### config.mk
export PLATFORM = sky130hd
export DESIGN_NAME = reg_pair_pipe_ctrl
export DESIGN_NICKNAME = d
export VERILOG_FILES = /design/src/rtl/reg_pair_pipe_pkg.sv /design/src/rtl/reg_pair_stage.sv /design/src/rtl/reg_pair_pipe_ctrl.sv
export SDC_FILE = /design/constraint.sdc
export NUM_CORES = 1
export LEC_CHECK = 0
export ABC_AREA = 1
export BUFFER_PORTS_ARGS = -buffer_cell sky130_fd_sc_hd__buf_2
export CORE_MARGIN = 5
export CORE_UTILIZATION = 49
export DETAILED_ROUTE_END_ITERATION = 8
export MAX_ROUTING_LAYER = met4
export PLACE_DENSITY_LB_ADDON = 0.15
export SLEW_MARGIN = 20
export SYNTH_ARGS = -nofsm -noshare
export SYNTH_HDL_FRONTEND = slang
export SYNTH_SLANG_ARGS = --single-unit
export TNS_END_PERCENT = 50
### constraint.sdc
create_clock -name clk -period 1.3 [get_ports clk]
set_input_delay 0.065 -clock clk [delete_from_list [all_inputs] [get_ports clk]]
set_output_delay 0.065 -clock clk [all_outputs]
set_load 0.01 [all_outputs]
### src/rtl/reg_pair_pipe_pkg.sv
// Shared types for the two-stage register-pair pipeline: sequencer states and default widths.
// No logic here; imported by the stage and the top.
package reg_pair_pipe_pkg;

   typedef enum logic [1:0] {
      IDLE  = 2'd0,
      RUN   = 2'd1,
      DRAIN = 2'd2,
      DONE  = 2'd3
   } state_t;

   localparam int DATA_W_DEF = 8;
   localparam int CNT_W_DEF  = 16;

endpackage

### src/rtl/reg_pair_stage.sv
// Valid-qualified operand pair register: load captures data and valid, clr_vld drops valid only.
// Zero latency beyond the register; holds everything when neither load nor clr_vld is asserted.
module reg_pair_stage
   import reg_pair_pipe_pkg::*;
#(
   parameter int W = DATA_W_DEF
) (
   input  logic         clk,
   input  logic         rst_n,
   input  logic         load_i,
   input  logic         clr_vld_i,
   input  logic         vld_i,
   input  logic [W-1:0] a_i,
   input  logic [W-1:0] b_i,
   output logic         vld_o,
   output logic [W-1:0] a_o,
   output logic [W-1:0] b_o
);

   logic         vld_q;
   logic [W-1:0] a_q;
   logic [W-1:0] b_q;

   always_ff @(posedge clk or negedge rst_n) begin
      if (!rst_n) begin
         vld_q <= 1'b0;
         a_q   <= '0;
         b_q   <= '0;
      end else if (load_i) begin
         vld_q <= vld_i;
         a_q   <= a_i;
         b_q   <= b_i;
      end else if (clr_vld_i) begin
         vld_q <= 1'b0;
      end
   end

   assign vld_o = vld_q;
   assign a_o   = a_q;
   assign b_o   = b_q;

endmodule

### src/rtl/reg_pair_pipe_ctrl.sv
// Handshaked two-stage operand-pair pipeline feeding a wrap-around adder; accept-to-output latency 2 cycles.
// out_rd low stalls stage 1, then stage 0, then in_rd; flush drains the pipe and pulses flush_done.
module reg_pair_pipe_ctrl
   import reg_pair_pipe_pkg::*;
#(
   parameter int DATA_W = DATA_W_DEF,
   parameter int CNT_W  = CNT_W_DEF
) (
   input  logic              clk,
   input  logic              rst_n,
   input  logic              en,
   input  logic              flush,
   input  logic              in_vld,
   output logic              in_rd,
   input  logic [DATA_W-1:0] i0,
   input  logic [DATA_W-1:0] i1,
   output logic              out_vld,
   input  logic              out_rd,
   output logic [DATA_W-1:0] o,
   output logic [1:0]        occupancy,
   output logic              flush_done,
   output logic              busy,
   output logic [CNT_W-1:0]  done_cnt,
   input  logic              clr_cnt
);

   localparam logic [CNT_W-1:0] CNT_ONE = 1;

   state_t            state_q;
   logic              flush_done_q;
   logic [CNT_W-1:0]  done_cnt_q;
   logic [CNT_W-1:0]  done_cnt_d;

   logic              v0, v1;
   logic [DATA_W-1:0] r0_0, r0_1, r1_0, r1_1;
   logic              adv0, adv1, accept;

   // in_rd depends only on stage state, out_rd and the FSM, never on in_vld
   assign adv1   = !v1 | out_rd;
   assign adv0   = !v0 | adv1;
   assign in_rd  = adv0 & (state_q == RUN);
   assign accept = in_vld & in_rd;

   reg_pair_stage #(.W(DATA_W)) u_stage0 (
      .clk       (clk),
      .rst_n     (rst_n),
      .load_i    (accept),
      .clr_vld_i (adv1),
      .vld_i     (1'b1),
      .a_i       (i0),
      .b_i       (i1),
      .vld_o     (v0),
      .a_o       (r0_0),
      .b_o       (r0_1)
   );

   reg_pair_stage #(.W(DATA_W)) u_stage1 (
      .clk       (clk),
      .rst_n     (rst_n),
      .load_i    (adv1),
      .clr_vld_i (1'b0),
      .vld_i     (v0),
      .a_i       (r0_0),
      .b_i       (r0_1),
      .vld_o     (v1),
      .a_o       (r1_0),
      .b_o       (r1_1)
   );

   assign o         = r1_0 + r1_1;
   assign out_vld   = v1;
   assign occupancy = {1'b0, v0} + {1'b0, v1};
   assign busy      = (state_q != IDLE) | v0 | v1;

   // flush_done is high exactly while the FSM sits in DONE
   always_ff @(posedge clk or negedge rst_n) begin
      if (!rst_n) begin
         state_q      <= IDLE;
         flush_done_q <= 1'b0;
      end else begin
         flush_done_q <= 1'b0;
         case (state_q)
            IDLE: begin
               if (flush)   state_q <= DRAIN;
               else if (en) state_q <= RUN;
            end
            RUN: begin
               if (flush)    state_q <= DRAIN;
               else if (!en) state_q <= IDLE;
            end
            DRAIN: begin
               if (!v0 && !v1) begin
                  state_q      <= DONE;
                  flush_done_q <= 1'b1;
               end
            end
            DONE:    state_q <= en ? RUN : IDLE;
            default: state_q <= IDLE;
         endcase
      end
   end

   always_comb begin
      done_cnt_d = done_cnt_q;
      if (clr_cnt)            done_cnt_d = '0;
      else if (v1 && out_rd)  done_cnt_d = done_cnt_q + CNT_ONE;
   end

   always_ff @(posedge clk or negedge rst_n) begin
      if (!rst_n) done_cnt_q <= '0;
      else        done_cnt_q <= done_cnt_d;
   end

   assign flush_done = flush_done_q;
   assign done_cnt   = done_cnt_q;

endmodule
==> impl_metrics.tcl, run 1 <==
set metrics [dict create \
    vias 2461 \
    ctsRootBufferMaster "clkbuf_8" \
    drv_slew 0 \
    violations "setup timing" \
    drc_errors 0 \
    skew_ns 0.00844 \
    endpoint_kind "output port" \
    start_util_pct 50.9 \
    grtUsageMet1_pct 24.6 \
    max_slew_margin_pct 76.1 \
    timing.hold.worst.class "input pin to flop" \
    period_share_pct 141 \
    synth.most_common_cell "nand2_1" \
    crit_path_cell_trace "ha_2 > inv_2 > fa_2 > o21ai_2 > nand2_1 > nand2_2 > xor2_2 > buf_2" \
    grt_antenna_before_repair 0 \
    num_rows 26 \
    fin_ws_ns -0.538 \
    grt_use_total_pct 18.0 \
    drv_cap 0 \
    routedWlPerCell_um 13.0 \
    worst_slew_pin_slew_ns 0.359 \
    arrival_ns 1.77 \
    ant_nets 0 \
    grt_pass1_vias 2305 \
    required_ns 1.24 \
    p_per_area_nw_per_um2 2020 \
    startpoint_type "flop" \
    synthesis.nets 358 \
    drive_above_1_share_pct 37.5 \
    cts.reportedPaths.clkPinSlew_ns 0.09 \
    cts_tree "built" \
    path_buf_inv 2 \
    fin_util_pct 74.4 \
    n_antenna_cell 0 \
    hold_viol 0 \
    drt-vias-per-instance 4.87 \
    cp_top_family "adder cells" \
    setup_viol 12 \
    status "complete, but fails checks" \
    numCtsBuffers 5 \
    port_buffers 52 \
    synth_common_cells "119 x nand2_1, 53 x dfrtp_1, 28 x nor2_1" \
    dp_slack_ns -0.220 \
    rsz0062_at_grt "true" \
    die_h_um 83.3 \
    place_hpwl_um 4210 \
    slowest_delay_ns 0.37 \
    wl_um 6550 \
    dpl_cell_area_um2 3170 \
    yosysWarnings 0 \
    design_area_um2 3850 \
    ios 53 \
    ir_drop_mv 1.20 \
    gp_congestion 0.864 \
    drt_pass1_iterations 4 \
    crit_slowest_cell "dfrtp_1" \
    cts_max_level 2 \
    core_area_um2 5170 \
    ys_ff_latch 53 \
    netlist_top_cells_area "dfrtp_1 50%, nand2_1 17%, nand3_1 5.1%" \
    syn_area_per_cell_um2 8.13 \
    synth.cell_area_um2 2630 \
    ys.flop_type "dfrtp_1" \
    yosys.area.top_type "dfrtp_1" \
    dieArea_um2 6940 \
    critical_path_class "flop to output port" \
    clock_sinks 53 \
    leakagePower_nw 2.01 \
    grt_max_degree 54 \
    insertion_delay_ns 0.30 \
    yosysSeqAreaShare_pct 50.4 \
    min_period_ns 1.84 \
    grt_pass1_wl_um 10100 \
    nNetsFinal 468 \
    grt_util_met2_pct 27.0 \
    synth.distinct_cells 30 \
    synth_edf_count 0 \
    gr-total-overflow 0 \
    globalRoute.busiestLayer "met2" \
    synth_top_area_share_pct 50.4 \
    dieWidth_um 83.3 \
    syn_inst 324 \
    drt_iter0_markers 146 \
    cp_max_fo 2 \
    cts_buffer_depth 2 \
    use_met3_pct 4.36 \
    max_freq_mhz 544 \
    async_reset_ff_share_pct 100 \
    syn_to_final_growth_pct 46.2 \
]
-- state kept, by name, indices dropped and copies added, names as in the netlist --
signal,flops
done_cnt,16
u_stage0.a_o,8
u_stage0.b_o,8
u_stage1.a_o,8
u_stage1.b_o,8
state_q,2
flush_done,1
u_stage0.vld_o,1
u_stage1.vld_o,1
-- worst min-delay path: cells and delay by family --
kind | cells | cell delay, ns
buf+inv | 1 | 0.08
simple gates | 2 | 0.13
-- what timing repair did --
item	CTS	global route
gates cloned	0	1
setup buffers	3	15
setup endpoints to repair	13	29
hold buffers	12	0
hold endpoints to repair	64	0
pin swaps	6	23
gates resized for setup	16	58
-- stage by stage --
stage	setup TNS [ns]	cells	total power [mW]	hold slack (ns)
after global placement	-0.750	466	5.65	0.0771
after global routing	-5.32	505	8.41	0.00610
after detailed placement	-0.971	466	5.75	0.0809
after floorplan	-0.164	324	4.49	-0.231
after CTS	-3.07	489	7.25	0.00146
final	-3.12	505	7.79	0.00985
-- report_power, final --
| group | switching [mW] | total (mW) | internal (mW) |
|---|---|---|---|
| combinational | 1.99 | 4.01 | 2.02 |
| clock | 0.500 | 1.13 | 0.628 |
| sequential | 0.455 | 2.65 | 2.20 |
-- area by class of cell --
type / instances / area (um2)
Clock inverter: 1 / 30.0
Sequential cell: 53 / 1330
Tap cell: 70 / 87.6
Inverter: 30 / 128
Clock buffer: 7 / 86.3
Multi-Input combinational cell: 234 / 1420
Timing Repair inverter: 1 / 8.76
Fill cell: 385 / 1320
Timing Repair Buffer: 109 / 757
-- cell families (layout without fill, tap and decap cells) --
kind of cell | count (synthesis) | after routing | synth area share (%)
adder cells (fa/ha/maj) | 11 | 11 | 5.51
AND/OR/NAND/NOR | 186 | 186 | 29.7
flip-flops | 53 | 53 | 50.4
XOR/XNOR | 6 | 6 | 2.00
buffers and inverters | 37 | 148 | 6.08
AO/OA/AOI/OAI | 31 | 31 | 6.37
-- path summary, 6_finish.rpt --
kind	startpoint	slack, ns	cells past startpoint	endpoint
max in group asynchronous	rst_n	0.77	3	u_stage1.vld_o
min in group asynchronous	rst_n	0.28	3	u_stage0.a_o[1]
worst max-delay path	u_stage1.a_o[0]	-0.54	8	o[6]
worst max register to register	done_cnt[1]	-0.08	8	done_cnt[14]
worst min-delay path	i0[2]	0.01	3	u_stage0.a_o[2]
worst min register to register	u_stage0.b_o[7]	0.48	2	u_stage1.b_o[7]
-- placed cells by master, fill, tap and decap left out, types with 8 or more instances in the layout --
cell and n:
dfrtp_1 51, inv_1 24, buf_4 41, dlygate4sd3_1 12, nand2_2 10, a21oi_1 10, nor2_4 8, nor2_1 17
nand3_1 21, nand2_1 107, buf_2 51
-- per-layer routing --
layer	vias up	routed length (um)
met5	-	0
met4	0	43
met3	4	270
met2	56	3170
met1	1147	3060
li1	1254	-
Note: power is estimated with default switching activity, not from simulation.
==> inputs of run 2 (changes only) <==
CORE_MARGIN = 4   (was 5)
SKIP_CTS_REPAIR_TIMING = 1   (was default)
SLEW_MARGIN = 30   (was 20)
==> run 2 against run 1 <==
Net effect:
- the run ends with hold timing, setup timing left
- hold slack lost 0.017 ns
- wire length shrank 6.6%
- clock power down 19%
- combinational power down 2%
- non-clock buffer count fell by 13
- setup slack lost 0.040 ns
- final cell count shrank 2.8%
- first-iteration DRC count shrank 14%
- critical path depth is the same
- global-route usage grew 0.49 points
- clock-buffer cell count did not move
- critical path type unchanged
- critical endpoint unchanged
- highest routed layer unchanged
==> impl_metrics.tcl, run 2 (synthesis results as in run 1) <==
set metrics [dict create \
    crit_path_cell_trace "ha_2 > inv_2 > fa_2 > o21ai_2 > nand2_1 > nand2_2 > xor2_2 > buf_2" \
    dieWidth_um 81.3 \
    skew_ns 0.00804 \
    worst_slew_pin_slew_ns 0.363 \
    dpl_cell_area_um2 3170 \
    critical_path_class "flop to output port" \
    leakagePower_nw 1.94 \
    cp_max_fo 2 \
    endpoint_kind "output port" \
    drv_slew 0 \
    multi_input_area_um2 1400 \
    pwr-share-seq_pct 35.2 \
    timing.hold.worst.class "input pin to flop" \
    power.internal_mw 4.60 \
    gr-total-overflow 0 \
    drv_cap 0 \
    wl_met2_um 2760 \
    combPwrFrac_pct 52.6 \
    path_buf_inv 2 \
    n_antenna_cell 0 \
    port_buffers 52 \
    hold_viol 4 \
    drt-vias-per-instance 4.83 \
    routedWlPerCell_um 12.4 \
    cts.reportedPaths.clkPinSlew_ns 0.08 \
    ant_nets 0 \
    ff_latch_area_um2 1330 \
    core_area_um2 5170 \
    setup_viol 13 \
    cts_max_level 2 \
    ios 53 \
    syn_to_final_growth_pct 39.8 \
    design_area_um2 3680 \
    gp_congestion 0.863 \
    drt_pass1_iterations 4 \
    clock_sinks 53 \
    rsz0062_at_grt "true" \
    cts_tree "built" \
    grt_pass1_vias 2058 \
    final_common_cell "nand2_1" \
    total_power_mw 7.48 \
    insertion_delay_ns 0.30 \
    vias 2373 \
    fin_ws_ns -0.577 \
    layout_common_cells "111 x nand2_1, 50 x dfrtp_1, 50 x buf_2, 34 x buf_4, 23 x inv_1" \
    die_h_um 81.3 \
    p_sw_mw 2.88 \
    place_hpwl_um 4100 \
    ctsRootBufferMaster "clkbuf_8" \
    cts_buffer_depth 2 \
    start_util_pct 50.9 \
    grt_use_total_pct 18.5 \
    wl_um 6110 \
    dieArea_um2 6610 \
    ir_drop_mv 1.20 \
    ff2ff_setup_slack_ns -0.20 \
    required_ns 1.24 \
    grt_pass1_wl_um 9150 \
    grt_antenna_before_repair 0 \
    wl_met1_um 2970 \
    startpoint_type "flop" \
    crit_slowest_cell "dfrtp_1" \
    arrival_ns 1.81 \
    grt_max_degree 54 \
    wl_met3_um 305 \
    numCtsBuffers 5 \
    largest_reg_flops 16 \
    fill_cells 412 \
    max_freq_mhz 533 \
    min_period_ns 1.88 \
    status "complete, but fails checks" \
    sw_frac_of_total_pct 38.5 \
    p_per_area_nw_per_um2 2030 \
    drive_above_1_share_pct 38.5 \
    num_rows 26 \
    drc_errors 0 \
    violations "hold timing, setup timing" \
    nNetsFinal 455 \
    cp_top_family "adder cells" \
    drt_iter0_markers 126 \
    max_slew_margin_pct 75.8 \
    period_share_pct 144 \
    fin_hold_ws_ns -0.00710 \
    clkPwrFrac_pct 12.2 \
    top_layer_used "met4" \
    slowest_delay_ns 0.37 \
]
## run 2: cell types whose count changed in the layout (fill, tap and decap cells not counted), sizes merged
cell,before,now
buf,97,94
bufinv,1,0
clkinv,1,0
dlygate4sd3,12,2
inv,30,31
## run 2: final cells by class
cell class | count | area share [%]
Multi-Input combinational cell | 234 | 37.9
Sequential cell | 53 | 36.1
Timing Repair Buffer | 96 | 17.8
Inverter | 30 | 3.26
Tap cell | 70 | 2.38
Clock buffer | 7 | 2.35
Timing Repair inverter | 1 | 0.170
## run 2: power groups by stage
| stage | clock (mW) | sequential, mW | combinational, mW |
|---|---|---|---|
| 5_1_grt | 0.986 | 2.68 | 4.41 |
| 3_5_place_dp | 0 | 2.59 | 3.17 |
| 6_report | 0.915 | 2.63 | 3.93 |
| 2_1_floorplan | 0 | 2.50 | 1.98 |
| 4_1_cts | 0.945 | 2.56 | 3.18 |
| 3_3_place_gp | 0 | 2.56 | 3.10 |
## run 2: routing by layer
| layer | vias to the layer above | track usage (%) |
|---|---|---|
| met2 | 59 | 25.2 |
| met4 | 0 | 6.08 |
| li1 | 1222 | - |
| met5 | - | - |
| met3 | 8 | 3.77 |
| met1 | 1084 | 27.3 |
## run 2: final timing paths
check | start | endpoint | cells after the start
max | u_stage1.a_o[0] | o[6] | 8
min | i1[7] | u_stage0.b_o[7] | 3
max reg2reg | done_cnt[0] | done_cnt[8] | 9
min reg2reg | u_stage0.b_o[5] | u_stage1.b_o[5] | 2
max in group asynchronous | rst_n | done_cnt[3] | 3
min in group asynchronous | rst_n | state_q[0] | 3
## run 2: worst reg2reg max path, stage by stage (launching register included)
cell     delay (ns)
dfrtp_1        0.41
buf_6          0.12
ha_4           0.16
nand3_4        0.09
buf_6          0.13
nor2_4         0.14
nand2_2        0.09
inv_2          0.09
nand3_2        0.07
a21oi_2        0.13
## run 2: stage by stage
step	hold WS, ns	std cells	setup slack, ns	util (%)	setup TNS [ns]
finish	-0.00710	491	-0.577	71.2	-3.73
global route	0.00535	491	-0.671	71.2	-5.37
CTS	-0.251	473	-0.563	62.9	-3.71
detailed placement	0.0809	466	-0.225	61.2	-0.992
global placement	0.0772	466	-0.184	61.2	-0.748
floorplan	-0.231	324	-0.103	-	-0.164
